==> src/rtl/instr_fetch_queue_pkg.sv <==
// rtl/instr_fetch_queue_pkg.sv - shared constants and entry type for the instruction fetch queue
package instr_fetch_queue_pkg;

    localparam int DEFAULT_DEPTH = 8;

    typedef struct packed {
        logic [31:0] instr;
        logic [31:0] pc;
    } iq_entry_t;

endpackage

==> src/rtl/instr_fetch_queue_ram.sv <==
// rtl/instr_fetch_queue_ram.sv - instr_queue_ram: DEPTH x 64-bit storage, sync write, async read
module instr_queue_ram
    import instr_fetch_queue_pkg::*;
#(
    parameter int DEPTH = DEFAULT_DEPTH
) (
    input  logic                     CLK,
    input  logic                     we,
    input  logic [$clog2(DEPTH)-1:0] waddr,
    input  iq_entry_t                wdata,
    input  logic [$clog2(DEPTH)-1:0] raddr,
    output iq_entry_t                rdata
);

    iq_entry_t mem [DEPTH];

    // Contents are deliberately not reset; occupancy tracking masks stale data.
    always_ff @(posedge CLK) begin
        if (we) begin
            mem[waddr] <= wdata;
        end
    end

    assign rdata = mem[raddr];

endmodule

==> src/rtl/instr_fetch_queue.sv <==
// rtl/instr_fetch_queue.sv - first-word-fall-through fetch-to-decode instruction queue
// Optional combinational empty-queue bypass enabled by defining QUEUE_BYPASS_EN.
module instr_fetch_queue
    import instr_fetch_queue_pkg::*;
#(
    parameter int DEPTH = DEFAULT_DEPTH
) (
    input  logic                   CLK,
    input  logic                   RESET,
    input  logic [31:0]            Instr_IN,
    input  logic [31:0]            Instr_PC_IN,
    input  logic                   Instr_Valid_IN,
    output logic                   Full_OUT,
    input  logic                   Request_Instr1,
    input  logic                   Freeze_IN,
    input  logic                   Flush_IN,
    output logic [31:0]            Instr1_OUT,
    output logic [31:0]            Instr1_PC_OUT,
    output logic [31:0]            Instr1_PC_Plus4_OUT,
    output logic                   Instr1_Valid_OUT,
    output logic [$clog2(DEPTH):0] Count_OUT
);

    localparam int             AW        = $clog2(DEPTH);
    localparam logic [AW:0]    DEPTH_CNT = (AW+1)'(DEPTH);

    logic [AW-1:0] head;
    logic [AW-1:0] tail;
    logic [AW:0]   count;
    logic [AW:0]   count_nxt;
    logic          full;
    logic          empty;
    logic          bypass;
    logic          push_ok;
    logic          pop_fire;
    logic          head_pop;
    logic          store;
    iq_entry_t     wr_entry;
    iq_entry_t     rd_entry;

    assign empty    = (count == '0);
    assign wr_entry = '{instr: Instr_IN, pc: Instr_PC_IN};

`ifdef QUEUE_BYPASS_EN
    assign bypass = empty && Instr_Valid_IN && !Flush_IN;
`else
    assign bypass = 1'b0;
`endif

    always_comb begin
        Instr1_Valid_OUT = 1'b0;
        Instr1_OUT       = '0;
        Instr1_PC_OUT    = '0;
        if (!empty) begin
            Instr1_Valid_OUT = 1'b1;
            Instr1_OUT       = rd_entry.instr;
            Instr1_PC_OUT    = rd_entry.pc;
        end else if (bypass) begin
            Instr1_Valid_OUT = 1'b1;
            Instr1_OUT       = Instr_IN;
            Instr1_PC_OUT    = Instr_PC_IN;
        end
    end

    assign Instr1_PC_Plus4_OUT = Instr1_PC_OUT + 32'd4;

    assign push_ok  = Instr_Valid_IN && !full && !Flush_IN;
    assign pop_fire = Instr1_Valid_OUT && Request_Instr1 && !Freeze_IN && !Flush_IN;
    assign head_pop = pop_fire && !empty;
    // A bypassed word consumed in the same cycle never enters storage.
    assign store    = push_ok && !(bypass && pop_fire);

    always_comb begin
        count_nxt = count;
        if (Flush_IN) begin
            count_nxt = '0;
        end else if (store && !head_pop) begin
            count_nxt = count + 1'b1;
        end else if (!store && head_pop) begin
            count_nxt = count - 1'b1;
        end
    end

    always_ff @(posedge CLK or negedge RESET) begin
        if (!RESET) begin
            head  <= '0;
            tail  <= '0;
            count <= '0;
            full  <= 1'b0;
        end else begin
            count <= count_nxt;
            full  <= (count_nxt == DEPTH_CNT);
            if (Flush_IN) begin
                head <= '0;
                tail <= '0;
            end else begin
                if (store)    tail <= tail + 1'b1;
                if (head_pop) head <= head + 1'b1;
            end
        end
    end

    instr_queue_ram #(.DEPTH(DEPTH)) u_ram (
        .CLK   (CLK),
        .we    (store),
        .waddr (tail),
        .wdata (wr_entry),
        .raddr (head),
        .rdata (rd_entry)
    );

    assign Full_OUT  = full;
    assign Count_OUT = count;

endmodule

==> config.mk <==
export PLATFORM = sky130hd
export DESIGN_NAME = instr_fetch_queue
export DESIGN_NICKNAME = d
export VERILOG_FILES = /design/src/rtl/instr_fetch_queue_pkg.sv /design/src/rtl/instr_fetch_queue_ram.sv /design/src/rtl/instr_fetch_queue.sv
export SDC_FILE = /design/constraint.sdc
export NUM_CORES = 1
export LEC_CHECK = 0
export CAP_MARGIN = 20
export CORE_ASPECT_RATIO = 0.75
export CORE_MARGIN = 3
export CORE_UTILIZATION = 53
export CTS_BUF_LIST = sky130_fd_sc_hd__clkbuf_2 sky130_fd_sc_hd__clkbuf_4 sky130_fd_sc_hd__clkbuf_8
export CTS_CLUSTER_DIAMETER = 100
export DETAILED_ROUTE_END_ITERATION = 8
export DONT_BUFFER_PORTS = 1
export MAX_ROUTING_LAYER = met4
export PLACE_DENSITY = 0.71
export SYNTH_ARGS = -nofsm -noshare
export SYNTH_HDL_FRONTEND = slang
export SYNTH_SLANG_ARGS = --single-unit
==> constraint.sdc <==
create_clock -name CLK -period 5.45 [get_ports CLK]
set_input_delay 0.545 -clock CLK [delete_from_list [all_inputs] [get_ports CLK]]
set_output_delay 0.545 -clock CLK [all_outputs]
set_load 0.02 [all_outputs]
**After elaboration in Yosys (flattened, before gate mapping)**

Memories as Yosys holds them, arrays and structs flattened.
Index checks and enable logic that the tools add are counted.
W data, S select, Z words.

- Register bits: 11
- Memory bits (writable): 512
- Input port bits: 70
- Output and inout port bits: 102
- Logic and storage cells: 40
- Memories: 1

Memories:

| memory | depth | width | read ports | clocked after Yosys merged registers in | wr ports | line | text |
|---|---|---|---|---|---|---|---|
| u_ram.mem | 8 | 64 | 1 | 0 | 1 | instr_fetch_queue_ram.sv:15 | `iq_entry_t mem [DEPTH];` |

- Add/subtract/negate cells: 5
- Eq/ne operators: 1
- Mux-type cells: 12
- Reductions and logical operators: 17

Operator list:

| kind | count |
|---|---|
| $mux W32 | 2 |
| $add A32 B3 Y32 const B | 1 |
| $mux W3 | 4 |
| $mux W4 | 3 |
| $logic_and A1 B1 Y1 | 8 |
| $add A3 B1 Y3 const B | 2 |
| $logic_not A1 Y1 | 6 |
| $add A4 B1 Y4 const B | 1 |
| $eq A4 B4 Y1 const B | 1 |
| $logic_not A4 Y1 | 1 |
| $reduce_bool A2 Y1 | 2 |
| $sub A4 B1 Y4 const B | 1 |
| $mux W1 | 3 |

**Depth between registers and ports, before layout**

- Depth after elaboration: 11
- Depth in mapped cells: 13
- Gate-level depth less buffers: 11

**By module**

From an unflattened synthesis, not the netlist that was laid out.

- Cell total of the unflattened synthesis: 974
- Area total of the unflattened synthesis: 20895.0 µm²

Modules (own cells, without submodules):

| module | instances | cells an instance | area an instance (µm²) | seq. area each (µm²) |
|---|---|---|---|---|
| instr_queue_ram | 1 | 752 | 19266.0 | 15374.7 |
| instr_fetch_queue | 1 | 222 | 1629.1 | 275.3 |

**Worst setup path after synthesis**

No wires, ideal clock.

- Path type: reg2reg
- From: register full, in the netlist Full_OUT
- To: memory u_ram.mem[0][0] in the netlist's numbering (enable)
- Library setup time: 0.565 ns
- Arrival time: 5.584 ns
- Data required time: 4.885 ns
- Setup slack: -0.699 ns
- Stages on the path, launching flop included: 5
- Path buffers: 1
- Period minus slack after synthesis: 6.149 ns
- Cells stage by stage: dfrtp_1 nand2b_1 clkbuf_1 or3_1 nor3_1

- Word-level cells in the longest chain between the ends: 5

RTL lines:

| element | line | text |
|---|---|---|
| from (decl) | instr_fetch_queue.sv:31 | `logic full;` |
| from (signal assigned) | instr_fetch_queue.sv:92 | `full <= (count_nxt == DEPTH_CNT);` |
| $logic_not A1 Y1 | instr_fetch_queue.sv:67 | `assign push_ok = Instr_Valid_IN && !full && !Flush_IN;` |
| $logic_and A1 B1 Y1 (2 in a row) | instr_fetch_queue.sv:67 |  |
| $mux W1 | instr_fetch_queue_ram.sv:19 | `if (we) begin` |
| $mux W1 (not written as such) | instr_fetch_queue_ram.sv:20 | `mem[waddr] <= wdata;` |
| to (decl) | instr_fetch_queue_ram.sv:15 |  |

No other way between the ends.

**Final worst setup path**

- From: register count[0], in the netlist Count_OUT[0]
- To: output Instr1_PC_Plus4_OUT[24]

- Word-level cells in the longest chain between the ends: 3

RTL lines:

| element | line | text |
|---|---|---|
| from (decl) | instr_fetch_queue.sv:29 | `logic [AW:0] count;` |
| from (signal assigned) | instr_fetch_queue.sv:91 | `count <= count_nxt;` |
| $logic_not A4 Y1 | instr_fetch_queue.sv:41 | `assign empty = (count == '0);` |
| $mux W32 | instr_fetch_queue.sv:54 | `if (!empty) begin` |
| $add A32 B3 Y32 | instr_fetch_queue.sv:65 | `assign Instr1_PC_Plus4_OUT = Instr1_PC_OUT + 32'd4;` |
| to (decl) | instr_fetch_queue.sv:19 | `output logic [31:0] Instr1_PC_Plus4_OUT,` |

No other way between the ends.

==> reports/results.tsv <==
stage	metric	value	unit
outcome	status	complete, no violations	
timing	Final Setup Violations	0	
timing	unrepaired setup endpoints after global routing	no	
pwr	Comb power frac	0.093	
global_route	largest net degree at the start of global routing	49	
route	WL/cell	25.1	um
timing	setup TNS	0	ns
global_route	busiest grt layer	met2	
floorplan	die area	41900	um2
route	DRT Pass-1 Iters	7	
floorplan	Die Width	235	um
route	Initial DRC Count	952	
clocking	worst-skew pair later-pin latency	0.60	ns
pwr	sw frac	0.243	
route	via count	10169	
clocking	deepest clock path buffer count	3	
place	dpl ws	1.05	ns
synthesis	syn nets	1105	
route	Residual DRC	0	
timing	Slew HR	0.297	
floorplan	cell row count	62	
timing	crit path time final	5.01	ns
global_route	initial antenna violation count	6	
critical_path	CP arrival	4.47	ns
pwr	VDD IR max	0.178	mV
timing	clk_skew	0.0256	ns
global_route	GR met1 Demand/Resource	0.300	
synthesis	sequential area share after synthesis	0.748	
clocking	Sink Count	523	
clocking	Max H-tree Level	3	
critical_path	Reg2Reg Depth	5	
floorplan	Initial Util	0.542	
global_route	first-pass GRT wire length	65600	um
cells_and_area	Area growth syn-to-layout	13.3	%
route	Vias/cell	5.89	
synthesis	#FFs+latches synth	523	
place	HPWL after DPL	25200	um
clocking	CTS Buf Count	78	
synthesis	Post-synth EDFFs	512	
pwr	clock power share	0.364	
floorplan	Boundary Pins	172	
critical_path	Data required, critical path	4.91	ns
floorplan	CORE AREA	38600	um2
global_route	met3 Usage GRT	0.0510	
place	port buffer count	0	
flow_run	Max Cap Viol	0	
global_route	Congestion Overflow GR	0	
route	Routed Antenna Nets	0	
pwr	Psw	2.02	mW
place	placed insts	1515	
min_path	WHS Path Cells	0	
synthesis	Post-synth top flop	edfxtp_1	
timing	Tcrit/Tclk final	0.920	
critical_path	Max Fanout on Critical Path	24	
cells_and_area	Fillers	2711	
cells_and_area	nets	1225	
cells_and_area	final non-filler cell total	1727	
clocking	post-CTS resize count	0	
timing	Final Hold Viols	0	
pwr	sequential share of power	0.543	
critical_path	WS Path Type	register to output port	
global_route	met2 Use GR	0.325	
place	placer congestion estimate	0.771	
cells_and_area	layout cells sized above 1	0.226	
synthesis	FFs w/ async S/R, synth	0.0210	
synthesis	Netlist cell types	50	
global_route	vias in the first global route	10448	
clocking	clock root buffer	clkbuf_8	
critical_path	crit path launch type	register	
synthesis	Synth warnings	0	
timing	worst setup margin	0.436	ns
pwr	Pwr Total	8.33	mW
pwr	Power Internal	6.31	mW
clocking	TritonCTS clock tree	yes	
clocking	# hold bufs at CTS	66	
route	final WL	43400	um
timing	Least-Margin Pin Slew	1.05	ns
synthesis	Mapped Cells	1030	
cells_and_area	most frequent cells in the layout	512 x edfxtp_1, 101 x mux4_2, 98 x mux2i_1	
clocking	setup bufs post-CTS	0	
cells_and_area	most common cell after layout, fill and taps aside	edfxtp_1	
synthesis	Syn Std Cell Area	20900	um2
synthesis	Avg Cell Area, Syn	20.3	um2
floorplan	chip height	178	um
pwr	PwrDens	351	nW/um2
pwr	Leak	7.40	nW
global_route	global router's overall resource usage	0.214	
critical_path	Setup crit end kind	output port	
min_path	Hold Path Class	primary input to register	
timing	FMAX	199	MHz
timing	fin. max-slew vios	0	
clocking	clk slew on worst S/H paths	0.06	ns
timing	worst hold slack	0.0636	ns
-- stage by stage --
stage	utilization	area (um2)
after floorplan	-	20900
after global placement	0.557	21500
after detailed placement	0.557	21500
after CTS	0.613	23700
after global routing	0.614	23700
final	0.614	23700
-- flip-flops by register name (all words and copies together) (netlist names) --
register and flops:
Count_OUT 4, Full_OUT 1, head 3, tail 3
u_ram.mem 512
-- worst paths after layout --
path | start | end | slack (ns)
max | Count_OUT[0] | Instr1_PC_Plus4_OUT[24] | 0.44
min | Instr_IN[10] | u_ram.mem[7][42] | 0.06
max reg2reg | Full_OUT | u_ram.mem[3][37] | 2.13
min reg2reg | tail[1] | tail[1] | 0.58
max in group asynchronous | RESET | head[2] | 4.73
min in group asynchronous | RESET | tail[2] | 0.34
-- layout make-up --
type | instances | area [um2] | share of cell area
Antenna cell | 7 | 17.5 | 0.000739
Clock buffer | 108 | 1320 | 0.0556
Clock inverter | 30 | 161 | 0.00681
Inverter | 16 | 60.1 | 0.00253
Multi-Input combinational cell | 434 | 4900 | 0.207
Sequential cell | 523 | 15700 | 0.661
Tap cell | 512 | 641 | 0.0270
Timing Repair Buffer | 97 | 943 | 0.0398
-- routing by layer --
metal  wire length, um  vias to the layer above
met5                 0                        -
met4               417                        0
met3              2730                       40
met2             21200                      324
met1             19100                     5376
li1                  -                     4429
-- critical path: stages, from the launching register on --
cell and delay, ns:
dfrtp_1 0.51, inv_1 0.12, ha_1 0.22, nor3b_2 0.16
buf_4 0.25, inv_1 0.49, nand3_1 0.35, nor4_4 0.48
nand3_2 0.37, nor4_1 0.49, xor2_1 0.42
-- power groups by stage --
| stage | clock (mW) | sequential, mW | combinational (mW) |
|---|---|---|---|
| 3_5_place_dp | 0 | 4.61 | 0.696 |
| 6_report | 3.03 | 4.52 | 0.777 |
| 5_1_grt | 3.29 | 4.53 | 0.830 |
| 2_1_floorplan | 0 | 4.60 | 0.557 |
| 4_1_cts | 3.11 | 4.52 | 0.784 |
| 3_3_place_gp | 0 | 4.61 | 0.692 |
-- Yosys cell counts (2+ instances only) --
master      n  area, um2
a21oi_1     2       10.0
dfrtp_1    11        275
or2_2       2       12.5
xor2_1     16        140
nor2b_1     4       25.0
a22oi_1    15        113
mux4_2    101       2270
ha_1        5       62.6
nor2_1     79        297
nand4_1     3       18.8
mux4_1      7        184
xnor2_1    20        175
buf_8       2       30.0
nand3b_1    2       15.0
nor4_2      3       37.5
and3_1      5       31.3
buf_1       3       11.3
nor3_1      9       45.0
nand2_1    15       56.3
o21ai_0     2       10.0
edfxtp_1  512      15400
buf_6       5       56.3
nand3_1    17       85.1
nor4_4      2       42.5
nand2b_1    4       25.0
mux2i_1    98        981
or3_1       2       12.5
buf_4       7       52.6
nor4_1      4       25.0
buf_12      4       80.1
clkbuf_1   20       75.1
inv_1      15       56.3
buf_2      16       80.1
a32oi_1     2       17.5
-- cells by family (layout without fill, tap and decap cells) --
family,count (synthesis),count (layout),synth area share
mux,206,206,0.164
buf+inv,73,251,0.0213
compound gates,26,26,0.00921
fa+ha+maj,5,5,0.00299
flops,523,523,0.748
simple gates,161,161,0.0392
other cells,0,7,0
xor+xnor,36,36,0.0151
Power figures use the tool's default switching activity.
